<file path="src/rtl/serial_adder_pkg.sv">
// Shared types and constants for the bit-serial adder.
//   state_e    : sequencer state encoding (idle / shifting / result cycle)
//   MIN_WIDTH  : smallest legal operand width
//   MAX_WIDTH  : largest legal operand width
package serial_adder_pkg;

    typedef enum logic [1:0] {
        StIdle  = 2'd0,
        StShift = 2'd1,
        StDone  = 2'd2
    } state_e;

    localparam int unsigned MIN_WIDTH = 2;
    localparam int unsigned MAX_WIDTH = 32;

endpackage

</file>
<file path="src/rtl/serial_fa_cell.sv">
// Single-bit full adder built only from 2-input NAND terms.
// Ports:
//   a_i, b_i, cin_i : addend bits and carry-in
//   s_o             : sum bit
//   cout_o          : carry-out
module serial_fa_cell (
    input  logic a_i,
    input  logic b_i,
    input  logic cin_i,
    output logic s_o,
    output logic cout_o
);

    logic n1, n2, n3, x_ab, n4, n5, n6;

    always_comb begin
        n1     = ~(a_i & b_i);
        n2     = ~(a_i & n1);
        n3     = ~(b_i & n1);
        x_ab   = ~(n2 & n3);      // a ^ b
        n4     = ~(x_ab & cin_i);
        n5     = ~(x_ab & n4);
        n6     = ~(cin_i & n4);
        s_o    = ~(n5 & n6);      // a ^ b ^ cin
        cout_o = ~(n1 & n4);      // a&b | (a^b)&cin
    end

endmodule

</file>
<file path="src/rtl/serial_adder.sv">
// Bit-serial ripple adder: one full-adder cell reused WIDTH times, LSB first.
// A start in idle captures a_i/b_i/cin_i; WIDTH shift cycles follow, then one
// result cycle with done_o high. sum_o/cout_o hold until the next result.
// Optional feature macro: SERIAL_ADDER_OVF_EN adds ovf_o (signed overflow).
// Ports:
//   clk, rst_n      : clock, asynchronous active-low reset
//   start_i         : operation request, sampled only while idle
//   a_i, b_i, cin_i : operands and carry-in
//   busy_o          : high while shifting and during the result cycle
//   done_o          : one-cycle pulse, result valid
//   sum_o, cout_o   : result and final carry
//   ovf_o           : signed overflow (SERIAL_ADDER_OVF_EN only)
module serial_adder
    import serial_adder_pkg::*;
#(
    parameter int unsigned WIDTH = 8
) (
    input  logic             clk,
    input  logic             rst_n,
    input  logic             start_i,
    input  logic [WIDTH-1:0] a_i,
    input  logic [WIDTH-1:0] b_i,
    input  logic             cin_i,
    output logic             busy_o,
    output logic             done_o,
    output logic [WIDTH-1:0] sum_o,
    output logic             cout_o
`ifdef SERIAL_ADDER_OVF_EN
    ,
    output logic             ovf_o
`endif
);

    if (WIDTH < MIN_WIDTH || WIDTH > MAX_WIDTH) begin : g_bad_width
        $error("serial_adder: WIDTH out of range");
    end

    localparam int unsigned CntW = $clog2(WIDTH);
    localparam logic [CntW-1:0] CntLast = CntW'(WIDTH - 1);

    state_e           state_q, state_d;
    logic [WIDTH-1:0] a_sh_q, a_sh_d;
    logic [WIDTH-1:0] b_sh_q, b_sh_d;
    logic [WIDTH-1:0] sum_sh_q, sum_sh_d;
    logic [WIDTH-1:0] sum_q, sum_d;
    logic             carry_q, carry_d;
    logic             cout_q, cout_d;
    logic [CntW-1:0]  cnt_q, cnt_d;
    logic             cell_s, cell_c;
`ifdef SERIAL_ADDER_OVF_EN
    logic             ovf_q, ovf_d;
`endif

    serial_fa_cell u_cell (
        .a_i    (a_sh_q[0]),
        .b_i    (b_sh_q[0]),
        .cin_i  (carry_q),
        .s_o    (cell_s),
        .cout_o (cell_c)
    );

    always_comb begin
        state_d  = state_q;
        a_sh_d   = a_sh_q;
        b_sh_d   = b_sh_q;
        sum_sh_d = sum_sh_q;
        sum_d    = sum_q;
        carry_d  = carry_q;
        cout_d   = cout_q;
        cnt_d    = cnt_q;
`ifdef SERIAL_ADDER_OVF_EN
        ovf_d    = ovf_q;
`endif
        unique case (state_q)
            StIdle: begin
                if (start_i) begin
                    a_sh_d  = a_i;
                    b_sh_d  = b_i;
                    carry_d = cin_i;
                    cnt_d   = '0;
                    state_d = StShift;
                end
            end
            StShift: begin
                sum_sh_d = {cell_s, sum_sh_q[WIDTH-1:1]};
                carry_d  = cell_c;
                a_sh_d   = a_sh_q >> 1;
                b_sh_d   = b_sh_q >> 1;
                cnt_d    = cnt_q + CntW'(1);
                if (cnt_q == CntLast) begin
                    state_d = StDone;
                    // Latch on entry to the result cycle so sum_o is already
                    // valid while done_o is high.
                    sum_d   = sum_sh_d;
                    cout_d  = cell_c;
`ifdef SERIAL_ADDER_OVF_EN
                    // carry_q here is the carry into the MSB position.
                    ovf_d   = carry_q ^ cell_c;
`endif
                end
            end
            StDone: begin
                state_d = StIdle;
            end
            default: begin
                state_d = StIdle;
            end
        endcase
    end

    always_ff @(posedge clk or negedge rst_n) begin
        if (!rst_n) begin
            state_q  <= StIdle;
            a_sh_q   <= '0;
            b_sh_q   <= '0;
            sum_sh_q <= '0;
            sum_q    <= '0;
            carry_q  <= 1'b0;
            cout_q   <= 1'b0;
            cnt_q    <= '0;
`ifdef SERIAL_ADDER_OVF_EN
            ovf_q    <= 1'b0;
`endif
        end else begin
            state_q  <= state_d;
            a_sh_q   <= a_sh_d;
            b_sh_q   <= b_sh_d;
            sum_sh_q <= sum_sh_d;
            sum_q    <= sum_d;
            carry_q  <= carry_d;
            cout_q   <= cout_d;
            cnt_q    <= cnt_d;
`ifdef SERIAL_ADDER_OVF_EN
            ovf_q    <= ovf_d;
`endif
        end
    end

    assign busy_o = (state_q != StIdle);
    assign done_o = (state_q == StDone);
    assign sum_o  = sum_q;
    assign cout_o = cout_q;
`ifdef SERIAL_ADDER_OVF_EN
    assign ovf_o  = ovf_q;
`endif

endmodule

</file>
<file path="config.mk">
export PLATFORM = sky130hd
export DESIGN_NAME = serial_adder
export DESIGN_NICKNAME = d
export VERILOG_FILES = /design/src/rtl/serial_adder_pkg.sv /design/src/rtl/serial_fa_cell.sv /design/src/rtl/serial_adder.sv
export SDC_FILE = /design/constraint.sdc
export NUM_CORES = 1
export LEC_CHECK = 0
export CAP_MARGIN = 10
export CELL_PAD_IN_SITES_DETAIL_PLACEMENT = 0
export CELL_PAD_IN_SITES_GLOBAL_PLACEMENT = 1
export CORE_ASPECT_RATIO = 0.8
export CORE_MARGIN = 5
export CORE_UTILIZATION = 35
export CTS_CLUSTER_DIAMETER = 30
export DETAILED_ROUTE_END_ITERATION = 6
export PLACE_DENSITY = 0.73
export SLEW_MARGIN = 10
export SYNTH_ARGS = -nofsm -noshare
export SYNTH_HDL_FRONTEND = slang
export SYNTH_SLANG_ARGS = --single-unit
</file>
<file path="constraint.sdc">
create_clock -name clk -period 2.35 [get_ports clk]
set_input_delay 0.47 -clock clk [delete_from_list [all_inputs] [get_ports clk]]
set_output_delay 0.47 -clock clk [all_outputs]
set_load 0.005 [all_outputs]
</file>
==> run summary <==
The remaining antenna violation count came out at 0. The commonest register cell after synthesis is sky130_fd_sc_hd__dfrtp_1. No sink is reached through more buffers than the 2 on the longest clock path. The via density per instance is 5.25. The initialized floorplan defines 23 standard-cell rows. The share of cells above drive strength 1 came out at roughly 22%. The number of port buffers is 30. The minimum clock period after layout is between 2000 and 2500 ps. The tool flagged a number of max-cap violations equal to 0. The final design area excluding fillers is 2200 um^2. The count of synthesis-stage warnings from yosys is 0. Summed over all nets, wire length on met2 after detailed routing comes to approximately 1800 um. The type of the tightest min-delay check is flip-flop to flip-flop. Wires add up to between 3000 and 4000 um. The CTS tree is built.

The synthesized design contains 0 enable-type register cells. The die covers between 6000 and 7000 um^2. The count of final hold-check violations is 0. In the finished design, the share of the clock period the worst path needs comes to ~86%.

Of the post-synthesis cell area, the dominant cell type holds 53.6%. CTS built an H-tree with a depth of 2. Entering global routing, the biggest net connects 39 pins. The setup path with the least slack is of type flip-flop to output port.

The final worst-path setup slack came out at 318 ps. The clock arrives with slightly below 7 ps of skew. The number of global-route vias before repair is roughly 1,200. The leakage power came out at roughly 0.9 nW. The worst setup path is launched from a flip-flop. The power density normalized to cell area came out at around 1200 nW/um^2. The clock edge transition at the registers on the reported setup and hold paths came out at 70 ps.

The aggregate negative setup slack is 0 ps. The number of nets handed over by synthesis was between 150 and 200. The global-route total usage across every layer is about an eighth. After floorplanning, the core was sized to cover roughly 4900 um^2. The combined area of all synthesized cells came out at 1770 um^2. The number of setup buffers added after CTS is 0.

The maximum achievable frequency came out at just under 500 MHz. The run finished with clean final reports. At the end of routability-driven placement, the weighted congestion stood at 0.728.

By count the netlist is led by sky130_fd_sc_hd__dfrtp_1 (38), sky130_fd_sc_hd__mux2_2 (16), sky130_fd_sc_hd__nor3b_1 (10). The detailed-routing iteration count for the pre-antenna-repair pass came out at 4. The synthesized design spends more area on one cell type than any other, namely sky130_fd_sc_hd__dfrtp_1. The total chip power came out at ~0.0027 W. For the worst setup path, the data arrival time is 1560 ps.

The DRC marker count from the first detailed-route iteration came out at 85. Across the VDD grid, the largest voltage drop is between 0.4 and 0.5 mV. The synthesized area divided by synthesized cell count came out at roughly 13 um^2. For this configuration, the core starts out at a cell density of a little over a third.

The routed via count came out at between 1,000 and 1,500. The HPWL after detailed placement came out at 2590 um. In the post-synthesis netlist, the biggest area contributors are sky130_fd_sc_hd__dfrtp_1 (54%), sky130_fd_sc_hd__mux2_2 (10%), sky130_fd_sc_hd__o221a_2 (4.4%). After detailed routing, the average wire length per cell comes to approximately 16 um. Setup repair after global routing left no endpoint under its margin. The CTS buffer count is 5.

The most common cell in the synthesized netlist is sky130_fd_sc_hd__dfrtp_1. The worst setup path is captured at an output port. In this run, synthesis produced a sequential element count of 38. Post-CTS repair changed the size of 0 cells. The tree is rooted in a sky130_fd_sc_hd__clkbuf_8. For the pin with the worst max-slew slack, the measured transition is 564 ps.

The routed length on met1 is about 1700 um. The net count of the finished layout is 188. Of the synthesized area, sequential elements account for 53.6%. The number of fill cells came out at around 460. The first-pass GRT wire length came out at between 6000 and 7000 um. The die outline height came out at between 70 and 80 um. The clock sink count is 38.

STA puts the critical path data required time at 1880 ps. Wire segments on met3 add up to approximately 110 um in the final route. After technology mapping, the gate count stands at between 100 and 150.

The highest fanout seen on the critical path is 11. The number of failing setup endpoints in the final timing report came out at 0. The horizontal die dimension is approximately 90 um. The count of cell types in the netlist is 27. The residual overflow from global routing is 0. The clock latency at the later pin of the worst-skew pair is ~290 ps. The number of max-slew violations in the final report is 0. The antenna cell count is 0.

For this run, design rule violations remaining after detail routing come to 0. The highest routing layer actually used is met4. The I/O pin count is 31. The worst setup slack before clock tree synthesis came out at roughly 320 ps. For this design, the CTS-stage hold fixing added 0 buffers.

The number of antenna violations at the first check in global routing is 0. The worst slew slack as a fraction of its limit came out at between 60 and 70%. The post-detailed-placement cell area is between 2000 and 2500 um^2.

The post-synthesis async set-or-reset flop share is 100%. The area growth from synthesis to final layout came out at 23.8%.
==> cell families (layout without fill, tap and decap cells) <==
logic type,Yosys count,in the layout,share of synthesized area [%]
flops,38,38,53.6
simple gates,34,34,16.1
compound gates,22,22,11.3
buf+inv,21,51,5.78
mux,17,17,10.7
fa+ha+maj,3,3,2.54
==> power by group <==
part	switching (W)	total, W	internal [W]	leakage [nW]
clock network	0.000215	0.000420	0.000204	0.0383
registers	0.000199	0.00117	0.000971	0.446
logic	0.000428	0.00107	0.000644	0.439
==> through the flow <==
| stage | cells | hold slack (ps) | utilization, % |
|---|---|---|---|
| CTS | 227 | 497 | 44.4 |
| finish | 227 | 490 | 44.4 |
| floorplan | 135 | 174 | - |
| detailed placement | 220 | 486 | 42.8 |
| global route | 227 | 528 | 44.4 |
| global placement | 220 | 475 | 42.8 |
==> final cells by class <==
cell class	count	area, um^2	area share [%]
flip-flops and latches	38	951	43.3
inverters	9	33.8	1.54
clock buffers	7	76.3	3.47
well taps	62	77.6	3.53
multi-input cells	76	721	32.8
repair buffers	35	338	15.4
==> critical path, stage by stage, from the launching register on <==
cell and delay (ps):
sky130_fd_sc_hd__dfrtp_1 470, sky130_fd_sc_hd__or2_2 340, sky130_fd_sc_hd__clkdlybuf4s50_1 460
==> worst paths after layout <==
| check | start | to | slack (ps) | depth (start not counted) |
|---|---|---|---|---|
| min in group asynchronous | rst_n | sum_o[3] | 610 | 2 |
| max in group asynchronous | rst_n | a_sh_q[1] | 1400 | 2 |
| worst max-delay path | state_q[1] | busy_o | 320 | 2 |
| worst max register to register | state_q[1] | sum_sh_q[5] | 630 | 3 |
| worst min-delay path | cnt_q[0] | cnt_q[0] | 490 | 1 |
| worst min register to register | cnt_q[0] | cnt_q[0] | 490 | 1 |
==> cell usage in the layout, fill, tap and decap left out <==
master                            Yosys  layout
sky130_fd_sc_hd__dfrtp_1             38      38
sky130_fd_sc_hd__nand2b_1             2       2
sky130_fd_sc_hd__clkdlybuf4s50_1      0      30
sky130_fd_sc_hd__o21ba_2              1       1
sky130_fd_sc_hd__buf_4                0       5
sky130_fd_sc_hd__ha_1                 2       2
sky130_fd_sc_hd__nor4bb_1             1       1
sky130_fd_sc_hd__nor4b_1              8       8
sky130_fd_sc_hd__a21oi_1              1       1
sky130_fd_sc_hd__inv_1                9       9
sky130_fd_sc_hd__nor3b_1             10      10
sky130_fd_sc_hd__clkbuf_1             3       2
sky130_fd_sc_hd__a211o_1              2       2
sky130_fd_sc_hd__o21bai_2             1       1
sky130_fd_sc_hd__mux2_2              16      16
sky130_fd_sc_hd__or2_2                1       1
sky130_fd_sc_hd__o221a_2              7       7
sky130_fd_sc_hd__and2b_1              1       1
sky130_fd_sc_hd__and4bb_2             1       1
sky130_fd_sc_hd__or4b_1               7       7
sky130_fd_sc_hd__clkbuf_8             0       5
sky130_fd_sc_hd__a211oi_1             8       8
sky130_fd_sc_hd__nand3b_1             1       1
sky130_fd_sc_hd__fa_1                 1       1
sky130_fd_sc_hd__nor2b_1              1       1
sky130_fd_sc_hd__mux2i_1              1       1
sky130_fd_sc_hd__a22o_1               2       2
sky130_fd_sc_hd__or2b_1               1       1
==> routing by layer <==
layer  vias to the layer above  global-route usage, %
li1                        562                      -
met3                         8                   2.80
met2                        21                   19.0
met5                         -                      0
met1                       600                   16.1
met4                         0                   7.11
==> registers in the layout, summed over array words and instances, names as in the netlist <==
signal	cells
a_sh_q	8
b_sh_q	8
sum_o	8
sum_sh_q	7
cnt_q	3
state_q	2
carry_q	1
cout_o	1
Note: power is estimated with default switching activity, not from simulation.
